==> src/rtl/eq_run_monitor_if.sv <==
// eq_run_monitor_if
//   Carries the equality checker's qualified match stream.
//   eq_in    : 1 = current checker input equals the value two cycles earlier
//   eq_valid : eq_in is meaningful on this clock edge
//   master : driven by the producer (equality checker)
//   slave  : consumed by eq_run_monitor
interface eq_run_monitor_if;
  logic eq_in;
  logic eq_valid;

  modport master (output eq_in, output eq_valid);
  modport slave  (input  eq_in, input  eq_valid);
endinterface

==> src/rtl/eq_run_monitor.sv <==
// eq_run_monitor
//   Qualifies the equality checker's match stream, discards the warm-up
//   samples, tracks current/peak match run and total misses, and runs a
//   small lock FSM (WARMUP -> SEARCH <-> LOCKED).
// Ports:
//   clk, rst_n  : clock, asynchronous active-low reset
//   eq_bus      : eq_in / eq_valid sample stream (slave modport)
//   clear       : synchronous clear to SEARCH with zeroed counters
//   run_len     : current consecutive-match count (saturating)
//   max_run     : peak run_len since reset/clear
//   miss_cnt    : valid mismatches seen in SEARCH/LOCKED (saturating)
//   locked      : FSM is in LOCKED
//   lock_lost   : one-cycle pulse on LOCKED -> SEARCH
//   state       : 0 = WARMUP, 1 = SEARCH, 2 = LOCKED
module eq_run_monitor #(
  parameter int unsigned CNT_W       = 8,
  parameter int unsigned WARMUP      = 2,
  parameter int unsigned LOCK_RUN    = 4,
  parameter int unsigned UNLOCK_MISS = 2
) (
  input  logic               clk,
  input  logic               rst_n,
  eq_run_monitor_if.slave    eq_bus,
  input  logic               clear,
  output logic [CNT_W-1:0]   run_len,
  output logic [CNT_W-1:0]   max_run,
  output logic [CNT_W-1:0]   miss_cnt,
  output logic               locked,
  output logic               lock_lost,
  output logic [1:0]         state
);

  typedef enum logic [1:0] {
    ST_WARMUP = 2'd0,
    ST_SEARCH = 2'd1,
    ST_LOCKED = 2'd2
  } state_t;

  localparam int unsigned WU_W = (WARMUP > 0) ? $clog2(WARMUP + 1) : 1;
  localparam int unsigned MR_W = $clog2(UNLOCK_MISS + 1);
  localparam state_t      RESET_ST = (WARMUP == 0) ? ST_SEARCH : ST_WARMUP;

  state_t             state_q, state_nx;
  logic [CNT_W-1:0]   run_q, run_nx;
  logic [CNT_W-1:0]   max_q, max_nx;
  logic [CNT_W-1:0]   miss_q, miss_nx;
  logic [WU_W-1:0]    wu_q, wu_nx;
  logic [MR_W-1:0]    mr_q, mr_nx;
  logic               lost_q, lost_nx;

  // Saturating increments; a saturated run still counts as a match.
  logic [CNT_W-1:0]   run_inc, miss_inc;
  logic [WU_W-1:0]    wu_inc;
  logic [MR_W-1:0]    mr_inc;

  assign run_inc  = (run_q  == '1) ? run_q  : run_q  + CNT_W'(1);
  assign miss_inc = (miss_q == '1) ? miss_q : miss_q + CNT_W'(1);
  assign wu_inc   = wu_q + WU_W'(1);
  assign mr_inc   = mr_q + MR_W'(1);

  always_ff @(posedge clk or negedge rst_n) begin
    if (!rst_n) begin
      state_q <= RESET_ST;
      run_q   <= '0;
      max_q   <= '0;
      miss_q  <= '0;
      wu_q    <= '0;
      mr_q    <= '0;
      lost_q  <= 1'b0;
    end else begin
      state_q <= state_nx;
      run_q   <= run_nx;
      max_q   <= max_nx;
      miss_q  <= miss_nx;
      wu_q    <= wu_nx;
      mr_q    <= mr_nx;
      lost_q  <= lost_nx;
    end
  end

  always_comb begin
    state_nx = state_q;
    run_nx   = run_q;
    max_nx   = max_q;
    miss_nx  = miss_q;
    wu_nx    = wu_q;
    mr_nx    = mr_q;
    lost_nx  = 1'b0;

    if (clear) begin
      // The coincident sample is dropped; warm-up is not repeated.
      state_nx = ST_SEARCH;
      run_nx   = '0;
      max_nx   = '0;
      miss_nx  = '0;
      mr_nx    = '0;
    end else if (eq_bus.eq_valid) begin
      unique case (state_q)
        ST_WARMUP: begin
          wu_nx = wu_inc;
          if (wu_inc == WU_W'(WARMUP))
            state_nx = ST_SEARCH;
        end
        ST_SEARCH: begin
          if (eq_bus.eq_in) begin
            run_nx = run_inc;
            if (run_inc == CNT_W'(LOCK_RUN))
              state_nx = ST_LOCKED;
          end else begin
            run_nx  = '0;
            miss_nx = miss_inc;
          end
        end
        ST_LOCKED: begin
          if (eq_bus.eq_in) begin
            run_nx = run_inc;
            mr_nx  = '0;
          end else begin
            run_nx  = '0;
            miss_nx = miss_inc;
            if (mr_inc == MR_W'(UNLOCK_MISS)) begin
              state_nx = ST_SEARCH;
              lost_nx  = 1'b1;
              mr_nx    = '0;
            end else begin
              mr_nx = mr_inc;
            end
          end
        end
        default: state_nx = ST_SEARCH;
      endcase
      // Peak follows the new run on the same edge, never lagging it.
      if (run_nx > max_q)
        max_nx = run_nx;
    end
  end

  assign run_len   = run_q;
  assign max_run   = max_q;
  assign miss_cnt  = miss_q;
  assign locked    = (state_q == ST_LOCKED);
  assign lock_lost = lost_q;
  assign state     = state_q;

endmodule

==> src/flat_wrapper.sv <==
// flat-port wrapper written by rule: the top's interface ports become plain ports
module eq_run_monitor_flat 
#(
  parameter int unsigned CNT_W       = 8,
  parameter int unsigned WARMUP      = 2,
  parameter int unsigned LOCK_RUN    = 4,
  parameter int unsigned UNLOCK_MISS = 2
)
  (clk, rst_n, clear, run_len, max_run, miss_cnt, locked, lock_lost, state, eq_bus_eq_in, eq_bus_eq_valid);
  eq_run_monitor_if eq_bus_i ();
  input  logic clk;
  input  logic rst_n;
  input  logic clear;
  output logic [CNT_W-1:0] run_len;
  output logic [CNT_W-1:0] max_run;
  output logic [CNT_W-1:0] miss_cnt;
  output logic locked;
  output logic lock_lost;
  output logic [1:0] state;
  input wire logic [$bits(eq_bus_i.eq_in)-1:0] eq_bus_eq_in;
  input wire logic [$bits(eq_bus_i.eq_valid)-1:0] eq_bus_eq_valid;
  assign eq_bus_i.eq_in = eq_bus_eq_in;
  assign eq_bus_i.eq_valid = eq_bus_eq_valid;
  eq_run_monitor #(.CNT_W(CNT_W), .WARMUP(WARMUP), .LOCK_RUN(LOCK_RUN), .UNLOCK_MISS(UNLOCK_MISS)) u_core (.clk(clk), .rst_n(rst_n), .eq_bus(eq_bus_i), .clear(clear), .run_len(run_len), .max_run(max_run), .miss_cnt(miss_cnt), .locked(locked), .lock_lost(lock_lost), .state(state));
endmodule
==> config.mk <==
export PLATFORM = sky130hd
export DESIGN_NAME = eq_run_monitor_flat
export DESIGN_NICKNAME = d
export VERILOG_FILES = /design/src/rtl/eq_run_monitor_if.sv /design/src/rtl/eq_run_monitor.sv /design/src/flat_wrapper.sv
export SDC_FILE = /design/constraint.sdc
export NUM_CORES = 1
export LEC_CHECK = 0
export BUFFER_PORTS_ARGS = -buffer_cell sky130_fd_sc_hd__clkbuf_2
export CORE_MARGIN = 3
export CORE_UTILIZATION = 60
export DETAILED_ROUTE_END_ITERATION = 8
export GPL_TIMING_DRIVEN = 1
export PLACE_DENSITY = 0.89
export REMOVE_ABC_BUFFERS = 1
export SETUP_SLACK_MARGIN = 0.4
export SKIP_LAST_GASP = 1
export SYNTH_ARGS = -nofsm -noshare
export SYNTH_HDL_FRONTEND = slang
export SYNTH_SLANG_ARGS = --single-unit
==> constraint.sdc <==
create_clock -name clk -period 6.2 [get_ports clk]
set_input_delay 0.62 -clock clk [delete_from_list [all_inputs] [get_ports clk]]
set_output_delay 0.62 -clock clk [all_outputs]
set_load 0.02 [all_outputs]
=== Word level (Yosys, flattened, before mapping) ===
Cells that the tools add are included.
Widths: inputs -> output; s select.

* Bits in registers: 31
* Output and inout port bits: 28

* Add/subtract/negate cells: 4
* Order comparisons: 1
* Eq/ne operators: 14
* Mux-type cells: 33
* Bitwise gates (word level): 1
* Reduce and logical (&&, ||, !) cells: 11

{| class="wikitable"
|+ Operators with widths
! operator !! count
|-
| $mux 8 || 15
|-
| $mux 2 || 12
|-
| $add 8x1->8 const B || 2
|-
| $eq 8x8->1 const B || 2
|-
| $ne 3x2->1 const B || 3
|-
| $eq 8x3->1 const B || 1
|-
| $gt 8x8->1 || 1
|-
| $reduce_bool 2->1 || 4
|-
| $eq 2x2->1 const B || 3
|-
| $ne 3x3->1 const B || 2
|-
| $pmux 2 s3 || 1
|-
| $reduce_and 6->1 || 1
|-
| $mux 1 || 5
|-
| $add 2x1->2 const B || 2
|-
| $ne 2x2->1 const B || 2
|-
| $reduce_and 2->1 || 2
|-
| $reduce_and 4->1 || 1
|-
| $reduce_and 3->1 || 1
|-
| $eq 2x1->1 const B || 1
|-
| $logic_not 2->1 || 1
|-
| $reduce_or 2->1 || 1
|-
| $not 1->1 || 1
|}

=== Logic depth before layout (Yosys ltp) ===
Gate-level depths: netlist of the first run.

* Depth after elaboration: 10
* Mapped depth: 13
* Depth with buffers taken out: 11

=== Least setup slack after synthesis of the first run ===
OpenSTA, ideal clock, no wires.

* Kind: register -> register
* Start point: register u_core.run_q[0] (netlist: u_core.run_len[0])
* End point: register u_core.max_q[0] (netlist: u_core.max_run[0])
* Setup time: 0.150 ns
* Arrival time: 2.713 ns
* Data required time: 6.050 ns
* Slack: 3.336 ns
* Cell stages (with the launch flop): 14
* Path buffers: 3
* Path through: dfrtp_1 -> ha_1 -> buf_6 -> and4_1 -> buf_6 -> nor2b_1 -> a311oi_2 -> ha_1 -> nand4_1 -> or3_1 -> and3_1 -> buf_6 -> a21oi_1 -> a311oi_1

* Longest elaborated chain between the ends: 9
* Elaborated cells on any way between the ends: 13

{| class="wikitable"
|+ Ends and longest elaborated chain
! item !! line !! text
|-
| start, declared || eq_run_monitor.sv:44 || <nowiki>logic [CNT_W-1:0] run_q, run_nx;</nowiki>
|-
| start signal, assigned || eq_run_monitor.sv:72 || <nowiki>run_q <= run_nx;</nowiki>
|-
| $add 8x1->8 or $eq 8x8->1 (tied branches) || eq_run_monitor.sv:56 || <nowiki>assign run_inc = (run_q == '1) ? run_q : run_q + CNT_W'(1);</nowiki>
|-
| $mux 8 || eq_run_monitor.sv:56 ||
|-
| $mux 8 || eq_run_monitor.sv:105, eq_run_monitor.sv:115 ||
|-
| $mux 8 * || -- ||
|-
| $mux 8 * || eq_run_monitor.sv:97 || <nowiki>end else if (eq_bus.eq_valid) begin</nowiki>
|-
| $mux 8 * || eq_run_monitor.sv:90 || <nowiki>if (clear) begin</nowiki>
|-
| $gt 8x8->1 or $mux 8 (tied branches) || eq_run_monitor.sv:133 || <nowiki>if (run_nx > max_q)</nowiki>
|-
| $reduce_bool 2->1 (no line) or $mux 8 (tied branches) || -- ||
|-
| $reduce_and 2->1 (no line) or $mux 8 (tied branches) || -- ||
|-
| end signal, assigned || eq_run_monitor.sv:73 || <nowiki>max_q <= max_nx;</nowiki>
|-
| end, declared || eq_run_monitor.sv:45 || <nowiki>logic [CNT_W-1:0] max_q, max_nx;</nowiki>
|}

Mark *: on every way between the ends. The rest lies on a longest branch, timed or not. The select of a mux whose other input is x is not followed.
A chain may end at the register's enable or synchronous reset.

=== Worst setup path after layout of the first run ===
* Start point: register u_core.run_q[1] (netlist: u_core.run_len[1])
* End point: register u_core.max_q[1] (netlist: u_core.max_run[1])

Same word-level chain as after synthesis.

==> results of run 1 <==
final timing paths:
check / slack [ns] / start / endpoint / cells past startpoint
min in group clk: 0.49 / u_core.wu_q[0]$_DFFE_PN0P_ / u_core.wu_q[0]$_DFFE_PN0P_ / 1
worst max-delay path: 2.89 / u_core.run_len[1]$_DFFE_PN0N_ / u_core.max_run[1]$_DFFE_PN0P_ / 11
worst min register to register: 0.49 / u_core.wu_q[0]$_DFFE_PN0P_ / u_core.wu_q[0]$_DFFE_PN0P_ / 1
worst min-delay path: 0.34 / rst_n / u_core.run_len[5]$_DFFE_PN0N_ / 1
worst max register to register: 2.89 / u_core.run_len[1]$_DFFE_PN0N_ / u_core.max_run[1]$_DFFE_PN0P_ / 11
max in group asynchronous: 5.38 / rst_n / u_core.miss_cnt[7]$_DFFE_PN0P_ / 1
worst max-delay path: stages (launching register included):
cell,delay [ns]
dfrtp_1,0.49
ha_1,0.36
nand3_1,0.14
nor2_1,0.29
nor3_1,0.10
a311oi_1,0.52
ha_1,0.35
nand2_1,0.08
or3_1,0.11
and3_1,0.39
a21oi_1,0.13
a311oi_1,0.25
cells by family (layout without fill, tap and decap cells):
| group | Yosys count | count (layout) | share of synthesized area, % |
|---|---|---|---|
| adder cells (fa/ha/maj) | 14 | 14 | 8.11 |
| AND/OR/NAND/NOR | 84 | 84 | 22.3 |
| buffers and inverters | 31 | 55 | 7.59 |
| multiplexers | 7 | 7 | 3.24 |
| XOR/XNOR | 7 | 7 | 2.84 |
| flip-flops | 31 | 31 | 35.9 |
| AO/OA/AOI/OAI | 60 | 60 | 20.0 |
cell usage in the layout, fill, tap and decap left out, types with 2 or more instances in the layout:
master    Yosys  routed
a211oi_1      2       2
a21oi_1      22      22
a21oi_2       3       3
a311oi_1      3       3
a311oi_2      2       2
a31oi_1       5       5
and3_1        2       2
and4_1        4       4
clkbuf_2      0      32
clkbuf_4      0       5
dfrtp_1      31      31
ha_1         14      14
inv_1        15      15
mux2i_1       7       7
nand2_1      11      11
nand3_1      14      14
nand4_1       3       3
nor2_1       23      23
nor2b_1       4       4
nor3_1        6       6
nor3b_1       4       4
o2111a_1      2       2
o211ai_1      2       2
o21ai_0       9       9
or3_1         3       3
xnor2_1       5       5
xor2_1        2       2
cell type report:
type,instances,area (sq um)
clock buffers,6,51.3
flip-flops and latches,31,776
clock inverters,2,35.0
well taps,46,57.6
fillers,280,1030
multi-input cells,172,1220
repair buffers,32,160
inverters,15,56.3
per-stage QoR:
step	total power [W]	setup WS (ns)	cells	cell area (sq um)	utilization, %
after floorplan	0.000265	3.21	218	2050	-
after global placement	0.000291	3.08	296	2270	67.0
after detailed placement	0.000295	2.95	296	2270	67.0
after CTS	0.000464	2.93	304	2360	69.5
after global routing	0.000480	2.62	304	2360	69.5
final	0.000459	2.89	304	2360	69.5
power by group through the flow:
stage | combinational, W | sequential (W) | clock [W]
finish | 0.0000778 | 0.000213 | 0.000168
global route | 0.0000869 | 0.000214 | 0.000179
CTS | 0.0000787 | 0.000213 | 0.000172
detailed placement | 0.0000781 | 0.000217 | 0
global placement | 0.0000744 | 0.000217 | 0
floorplan | 0.0000436 | 0.000222 | 0
sequential cells by signal, summed over array words and instances (netlist names):
register and count:
u_core.max_run 8, u_core.lock_lost 1, u_core.state 2, u_core.run_len 8, u_core.miss_cnt 8, u_core.mr_q 2
u_core.wu_q 2
routing by layer:
layer	share of wire [%]	vias to the layer above	track usage, %	wire length, um
met5	0	-	0	0
met4	1.6	0	8.63	71
met3	5.9	9	5.95	271
met2	49	50	37.8	2250
met1	43	877	30.1	1980
li1	-	894	-	-
==> out/qor.yml, run 1 <==
outcome:
  outcome: "finished clean"
detailed_routing:
  drt_wl_total_mm: 4.57
  drtPass1Iterations: 4
  vias_per_cell: 6.02
  drc_errors: 0
  vias: 1830
  wl_per_cell_um: 15.0
  antenna_left: 0
  drtIter0Drc: 134
timing:
  slew_headroom_pct: 49.2
  clock_skew_ns: 0.0103
  max_clock_freq_mhz: 302
  timing.final.crit_share_pct: 53.5
  hold_slack_ns: 0.342
  timing.setup.tns_ns: 0
  hold_violations: 0
  setup_viol: 0
  rsz0062_at_grt: "false"
  tightest_slew_ns: 0.762
  drv_slew: 0
  layout_min_cycle_time_ns: 3.31
floorplanning:
  row_count: 21
  boundaryPins: 33
  dieArea_sq_um: 4360
  start_util_pct: 63.8
  coreArea_sq_um: 3390
  fp.dieW_um: 66.0
  dieHeight_um: 66.0
power_and_ir_drop:
  p_seq_share_pct: 46.4
  switching_power_w: 0.000132
  p_comb_share_pct: 16.9
  leakagePower_nw: 1.10
  pwr_density_cell_nw_per_um2: 195
  internal-power_w: 0.000327
  p_clk_share_pct: 36.7
  max-vdd-ir-drop_v: 0.000128
  p_sw_share_pct: 28.8
logic_synthesis:
  async_reset_ff_share_pct: 100
  synth_top_area_share_pct: 35.9
  seq_area_frac_synth_pct: 35.9
  avgSynthCellArea_sq_um: 9.23
  yosys-top-cells-count: "31 x dfrtp_1, 23 x nor2_1, 22 x a21oi_1"
  netlist_area_sq_um: 2160
  yosys_warnings: 0
  synth.distinct_cells: 50
  yosysMostFrequentCell: "dfrtp_1"
  synth-main-ff-cell: "dfrtp_1"
  synth_edf_count: 0
  synth_seq_cells: 31
  syn_inst: 234
  synth_top_area_cell: "dfrtp_1"
  yosys-top-cells-area: "dfrtp_1 36%, ha_1 8.1%, a21oi_1 5.1%"
global_route:
  gr-usage-all-layers_pct: 23.4
  overflow: 0
  grt_pass1_wl_mm: 7.82
  grt_pass1_vias: 1719
  grt_max_degree: 32
  antenna_found_initial: 0
place:
  place.gp.congestion: 0.818
  io_buffers: 32
  dp_hpwl_mm: 3.23
worst_setup_path:
  startpoint_type: "flop"
  critical_path_class: "flop to flop"
  cp-end-kind: "flop"
  path_max_fanout: 10
  worstPathRequired_ns: 6.44
  critPathArrivalTime_ns: 3.55
clock_tree:
  cts_sinks: 31
  cts-buffers-inserted: 5
  htree_levels: 2
  cts_setup_buffers: 0
  insertion_delay_ns: 0.34
  cts-root-buf: "clkbuf_4"
  cts_tree: "built"
  ctsHoldBuffers: 0
  cts_buffer_depth: 2
  clkTransAtPathRegs_ns: 0.11
  ctsResizeCount: 0
layout:
  drive_gt1_share_pct: 22.1
  num-nets-final: 276
  area_growth_pct: 9.09
  diodes: 0
job:
  cap_violations: 0
hold_path:
  hp-class: "primary input to async pin"
Note: power is estimated with default switching activity, not from simulation.
==> run 2, diff against run 1 <==
- ABC_AREA: unset -> 1
- CORE_UTILIZATION: 60 -> 56
- PLACE_DENSITY: 0.89 -> 0.84
- clock period: 6.2 -> 3.4 ns (I/O delays scaled with it)
==> out/qor.yml, run 2 <==
place:
  io_buffers: 32  # unchanged
  place_area_sq_um: 2220  # -2.4%
  dp_hpwl_mm: 3.66  # +13%
  place.gp.congestion: 0.962  # +18%
clock_tree:
  cts_buffer_depth: 2  # unchanged
  cts_tree: "built"
  cts_sinks: 31  # unchanged
  cts-root-buf: "clkbuf_4"
  insertion_delay_ns: 0.32  # -0.02 ns
  htree_levels: 2  # unchanged
  cts_setup_buffers: 0  # unchanged
  clkTransAtPathRegs_ns: 0.10  # about the same
  cts-buffers-inserted: 5  # unchanged
outcome:
  outcome: "finished clean"
logic_synthesis:
  yosys_warnings: 0  # unchanged
  syn_inst: 275  # +18%
  netlist_area_sq_um: 2030  # -5.8%
  seq_area_frac_synth_pct: 38.1  # +2.2 points
  yosys-top-cells-area: "dfrtp_1 38%, nand2_1 11%, ha_1 8.6%"
  avgSynthCellArea_sq_um: 7.40  # -20%
  yosysMostFrequentCell: "nand2_1"
  synth_edf_count: 0  # unchanged
  yosys-top-cells-count: "59 x nand2_1, 40 x inv_1, 31 x dfrtp_1"
  synth_top_area_cell: "dfrtp_1"
  synth.distinct_cells: 32  # -36%
  synth_top_area_share_pct: 38.1  # +2.2 points
  synth_seq_cells: 31  # unchanged
  synth-main-ff-cell: "dfrtp_1"
  async_reset_ff_share_pct: 100  # unchanged
detailed_routing:
  antenna_left: 0  # unchanged
  drtPass1Iterations: 4  # unchanged
  drt_wl_total_mm: 4.79  # +4.8%
  wl_per_cell_um: 13.6  # -9.7%
  vias: 1938  # +5.9%
  drc_errors: 0  # unchanged
  drtIter0Drc: 117  # -13%
  vias_per_cell: 5.49  # -8.8%
global_route:
  grt_max_degree: 32  # unchanged
  overflow: 0  # unchanged
  grt_pass1_vias: 1744  # +1.5%
  gr-usage-all-layers_pct: 23.2  # -0.13 points
  grt_pass1_wl_mm: 7.77  # -0.61%
  antenna_found_initial: 0  # unchanged
worst_setup_path:
  reg2reg_depth: 14  # +3
  r2r_setup_slack_ns: 0.66  # -2.23 ns
  cp-end-kind: "flop"
  path_max_fanout: 8  # -2
  reg2reg_from: "u_core.state[1]$_DFFE_PN0P_"
  startpoint_type: "flop"
  critical_path_class: "flop to flop"
  timing.rr.end: "u_core.max_run[3]$_DFFE_PN0P_"
  critPathArrivalTime_ns: 2.99  # -0.56 ns
  worstPathRequired_ns: 3.65  # -2.79 ns
power_and_ir_drop:
  pwr_density_cell_nw_per_um2: 481  # +150%
  max-vdd-ir-drop_v: 0.000447  # +250%
  leakagePower_nw: 1.16  # +5.7%
  total_power_w: 0.00110  # +140%
timing:
  timing.final.crit_share_pct: 80.6  # +27 points
  slew_headroom_pct: 48.8  # -0.41 points
  timing.setup.tns_ns: 0  # unchanged
  drv_slew: 0  # unchanged
  layout_min_cycle_time_ns: 2.74  # -0.574 ns
  tightest_slew_ns: 0.768  # +0.00617 ns
  hold_violations: 0  # unchanged
  setup_viol: 0  # unchanged
  max_clock_freq_mhz: 365  # +21%
  clock_skew_ns: 0.00627  # -0.00408 ns
  rsz0062_at_grt: "false"
floorplanning:
  dieHeight_um: 66.3  # +0.40%
  dieArea_sq_um: 4390  # +0.80%
  boundaryPins: 33  # unchanged
  fp.dieW_um: 66.3  # +0.40%
  coreArea_sq_um: 3420  # +0.78%
  row_count: 21  # unchanged
  start_util_pct: 59.6  # -4.2 points
hold_path:
  hp-class: "primary input to async pin"
job:
  cap_violations: 0  # unchanged
layout:
  area_growth_pct: 12.4
  drive_gt1_share_pct: 20.5  # -1.6 points
  num-nets-final: 326  # +18%
  mostFrequentLayoutCells: "58 x nand2_1, 40 x inv_1, 32 x clkbuf_2, 31 x dfrtp_1, 25 x nand3_1"
  fin_util_pct: 66.9  # -2.6 points
  final_cell_area_sq_um: 2290  # -3.0%
  diodes: 0  # unchanged
  n_fill_cell: 313  # +12%
  mostFrequentLayoutCell: "nand2_1"
run 2: layout make-up:
cell class | instances | area [sq um] | share of cell area [%]
well taps | 46 | 57.6 | 2.52
inverters | 44 | 165 | 7.22
repair buffers | 32 | 160 | 7.01
clock inverters | 1 | 5.00 | 0.219
multi-input cells | 193 | 1070 | 46.9
flip-flops and latches | 31 | 776 | 33.9
clock buffers | 6 | 51.3 | 2.24
run 2: power breakdown:
group          internal (W)  switching (W)
Clock             0.0000957       0.000124
Combinational      0.000144       0.000289
Sequential         0.000408      0.0000382
Total              0.000648       0.000452
run 2: timing repair:
item	in CTS	in global routing
hold buffers	0	0
gates resized for setup	0	5
endpoints found under the setup margin	0	8
run 2: layer usage:
metal,global-route usage (%),wire (um),up-vias
met2,40.9,2350,67
met4,7.87,106,0
met1,27.8,2070,903
met3,4.93,267,12
li1,-,-,956
met5,0,0,-
run 2: worst max-delay path by stage:
stage / from / to / cells past startpoint
6_report: u_core.state[1]$_DFFE_PN0P_ / u_core.max_run[3]$_DFFE_PN0P_ / 14
3_3_place_gp: u_core.state[0]$_DFFE_PN0P_ / u_core.max_run[5]$_DFFE_PN0P_ / 14
5_1_grt: u_core.state[0]$_DFFE_PN0P_ / u_core.max_run[3]$_DFFE_PN0P_ / 14
2_1_floorplan: u_core.state[0]$_DFFE_PN0P_ / u_core.max_run[3]$_DFFE_PN0P_ / 14
3_5_place_dp: u_core.state[1]$_DFFE_PN0P_ / u_core.max_run[6]$_DFFE_PN0P_ / 14
4_1_cts: u_core.state[1]$_DFFE_PN0P_ / u_core.max_run[6]$_DFFE_PN0P_ / 14
run 2: logic make-up after synthesis:
group	Yosys count	synth area share, %
compound gates	50	14.9
flops	31	38.1
simple gates	127	27.6
buf+inv	51	9.84
fa+ha+maj	14	8.61
xor+xnor	2	0.861
run 2: through the flow:
stage,instances,hold slack [ns],setup WS [ns]
after floorplan,268,0.0444,0.707
after global placement,346,0.432,0.643
after detailed placement,346,0.446,0.461
after CTS,353,0.0874,0.431
after global routing,353,0.119,0.432
final,353,0.0698,0.659
run 2: worst max-delay path, cell delays in order (launching register included):
cell and delay, ns:
dfrtp_1 0.40, inv_1 0.08, ha_2 0.43, nand2_1 0.16, inv_1 0.16, o21ai_0 0.12
o21ai_2 0.09, ha_1 0.27, a21oi_1 0.17, nor2_1 0.07, a211oi_2 0.17, nand2_1 0.09
nand2_2 0.14, nand2_1 0.14, o21ai_0 0.19
==> run 3, diff against run 2 <==
- CORE_UTILIZATION: 56 -> 51
- PLACE_DENSITY: 0.84 -> 0.81
- clock period: 3.4 -> 2.3 ns (I/O delays scaled with it)
==> out/qor.yml, run 3 (same netlist as run 2, synthesis figures left out) <==
timing:
  max_clock_freq_mhz: 395  # +8.2%
  layout_setup_ws_ns: -0.233  # -0.892 ns
  timing.final.crit_share_pct: 110  # +30 points
  hold_violations: 0  # unchanged
  clock_skew_ns: 0.00702  # +0.000745 ns
  slew_headroom_pct: 47.0  # -1.8 points
  rsz0062_at_grt: "true"
  tightest_slew_ns: 0.795  # +0.0268 ns
  hold_slack_ns: 0.0145  # -0.0553 ns
  setup_viol: 11  # +11
  drv_slew: 0  # unchanged
  timing.setup.tns_ns: -1.99  # -1.99 ns
  layout_min_cycle_time_ns: 2.53  # -0.208 ns
layout:
  final_cell_area_sq_um: 2870  # +26%
  n_fill_cell: 273  # -13%
  area_growth_pct: 41.1
  mostFrequentLayoutCell: "nand2_1"
  mostFrequentLayoutCells: "55 x nand2_1, 47 x buf_4, 38 x inv_1, 32 x clkbuf_2, 30 x dfrtp_1"
  drive_gt1_share_pct: 38.4  # +18 points
  num-nets-final: 381  # +17%
  diodes: 0  # unchanged
place:
  preCtsSetupSlack_ns: -0.321  # -0.782 ns
  io_buffers: 32  # unchanged
  place.gp.congestion: 0.973  # +1.1%
  dp_hpwl_mm: 3.86  # +5.5%
  place_area_sq_um: 2500  # +13%
worst_setup_path:
  startpoint_type: "flop"
  slowest_stage: "dfrtp_1"
  critPathLaunch: "u_core.run_len[0]$_DFFE_PN0N_"
  worstPathRequired_ns: 2.51  # -1.14 ns
  path_delay_family: "simple AND/OR/NAND/NOR gates"
  path_max_fanout: 5  # -3
  r2r_setup_slack_ns: -0.23  # -0.89 ns
  reg2reg_from: "u_core.run_len[0]$_DFFE_PN0N_"
  worstPathCellList: "ha_2, nand2_4, nor2_4, nand2_2, buf_6, nand2_4, nand2_4, o22ai_4, ha_4, inv_2, nor2_2, nor2_1, o21ai_1, nand2_1, nand2_1, nand2_2, buf_6, nand3_2, o21ai_1"
  cp-end-kind: "flop"
  critPathArrivalTime_ns: 2.74  # -0.25 ns
  path_common_cell: "nand2_4"
  crit_buf_inv: 3  # +1
  cpPeakStageDelay_ns: 0.42  # about the same
  critical_path_class: "flop to flop"
global_route:
  gr-usage-all-layers_pct: 24.3  # +1.0 points
  antenna_found_initial: 0  # unchanged
  overflow: 0  # unchanged
  grt_max_degree: 32  # unchanged
  grt_pass1_vias: 2124  # +22%
  grt_pass1_wl_mm: 9.41  # +21%
power_and_ir_drop:
  pwr_density_cell_nw_per_um2: 708  # +47%
  max-vdd-ir-drop_v: 0.000624  # +39%
  leakagePower_nw: 1.47  # +26%
  total_power_w: 0.00203  # +85%
floorplanning:
  dieHeight_um: 69.2  # +4.4%
  coreArea_sq_um: 3740  # +9.6%
  row_count: 22  # +4.8%
  dieArea_sq_um: 4780  # +8.9%
  boundaryPins: 33  # unchanged
  fp.dieW_um: 69.2  # +4.4%
  start_util_pct: 54.3  # -5.2 points
clock_tree:
  cts_tree: "built"
  clkTransAtPathRegs_ns: 0.07  # -0.03 ns
  htree_levels: 2  # unchanged
  cts_sinks: 31  # unchanged
  cts-buffers-inserted: 5  # unchanged
  cts-root-buf: "clkbuf_8"
  ctsHoldBuffers: 0  # unchanged
  insertion_delay_ns: 0.29  # -0.03 ns
  cts_buffer_depth: 2  # unchanged
detailed_routing:
  drc_errors: 0  # unchanged
  drtIter0Drc: 193  # +65%
  drtPass1Iterations: 4  # unchanged
  vias_per_cell: 5.36  # -2.4%
  antenna_left: 0  # unchanged
  drt_wl_total_mm: 5.85  # +22%
  vias: 2197  # +13%
  wl_per_cell_um: 14.3  # +5.2%
job:
  cap_violations: 0  # unchanged
outcome:
  outcome: "finished with violations"
  violations: "setup timing"
hold_path:
  hp-class: "primary input to async pin"
-- run 3: changes by cell type in the layout (fill, tap and decap cells not counted), sizes merged --
cell,previous run,this run
buf,0,55
-- run 3: per-stage QoR --
step           utilization [%]  instances
6_report                  76.7        410
3_3_place_gp              66.7        385
4_1_cts                   72.5        401
2_1_floorplan                -        268
5_1_grt                   76.7        410
3_5_place_dp              66.7        385
-- run 3: final timing paths --
| kind | to | cells past startpoint |
|---|---|---|
| setup / recovery | u_core.max_run[7]$_DFFE_PN0P_ | 19 |
| hold / removal | u_core.run_len[0]$_DFFE_PN0N_ | 1 |
| setup reg to reg | u_core.max_run[7]$_DFFE_PN0P_ | 19 |
| hold reg to reg | u_core.wu_q[0]$_DFFE_PN0P_ | 1 |
| max in group asynchronous | u_core.run_len[1]$_DFFE_PN0N_ | 1 |
| min in group clk | u_core.run_len[0]$_DFFE_PN0N_ | 3 |
-- run 3: report_power, final --
group	total [W]	switching (W)	internal, W	leakage (nW)
clock network	0.000444	0.000209	0.000235	0.0470
logic	0.000943	0.000553	0.000390	0.998
registers	0.000646	0.0000413	0.000605	0.422
total	0.00203	0.000804	0.00123	1.47
-- run 3: repair_timing --
item | in CTS | in global routing
setup endpoints to repair | 8 | 13
pin swaps | 15 | 16
resized for setup | 22 | 23
setup buffers | 9 | 9
-- run 3: layout make-up --
| type | count | area (sq um) | share of cell area [%] |
|---|---|---|---|
| clock buffer | 6 | 82.6 | 2.88 |
| clock inverter | 1 | 5.00 | 0.174 |
| inverter | 44 | 165 | 5.75 |
| multi-input combinational | 193 | 1180 | 41.0 |
| sequential | 31 | 777 | 27.1 |
| tap | 48 | 60.1 | 2.09 |
| timing repair buffer | 87 | 603 | 21.0 |
-- run 3: worst register-to-register path, cell delays in order (launching register included) --
cell,delay (ns)
dfrtp_1,0.42
ha_2,0.24
nand2_4,0.07
nor2_4,0.13
nand2_2,0.09
buf_6,0.15
nand2_4,0.06
nand2_4,0.05
o22ai_4,0.17
ha_4,0.24
inv_2,0.05
nor2_2,0.03
nor2_1,0.10
o21ai_1,0.08
nand2_1,0.11
nand2_1,0.07
nand2_2,0.11
buf_6,0.13
nand3_2,0.05
o21ai_1,0.10
-- run 3: layer usage --
layer / up-vias / share of wire [%] / global-route usage (%)
li1: 1067 / - / -
met5: - / 0 / 0
met3: 17 / 6.1 / 6.12
met2: 82 / 50 / 41.3
met1: 1031 / 41 / 29.1
met4: 0 / 3.2 / 9.76
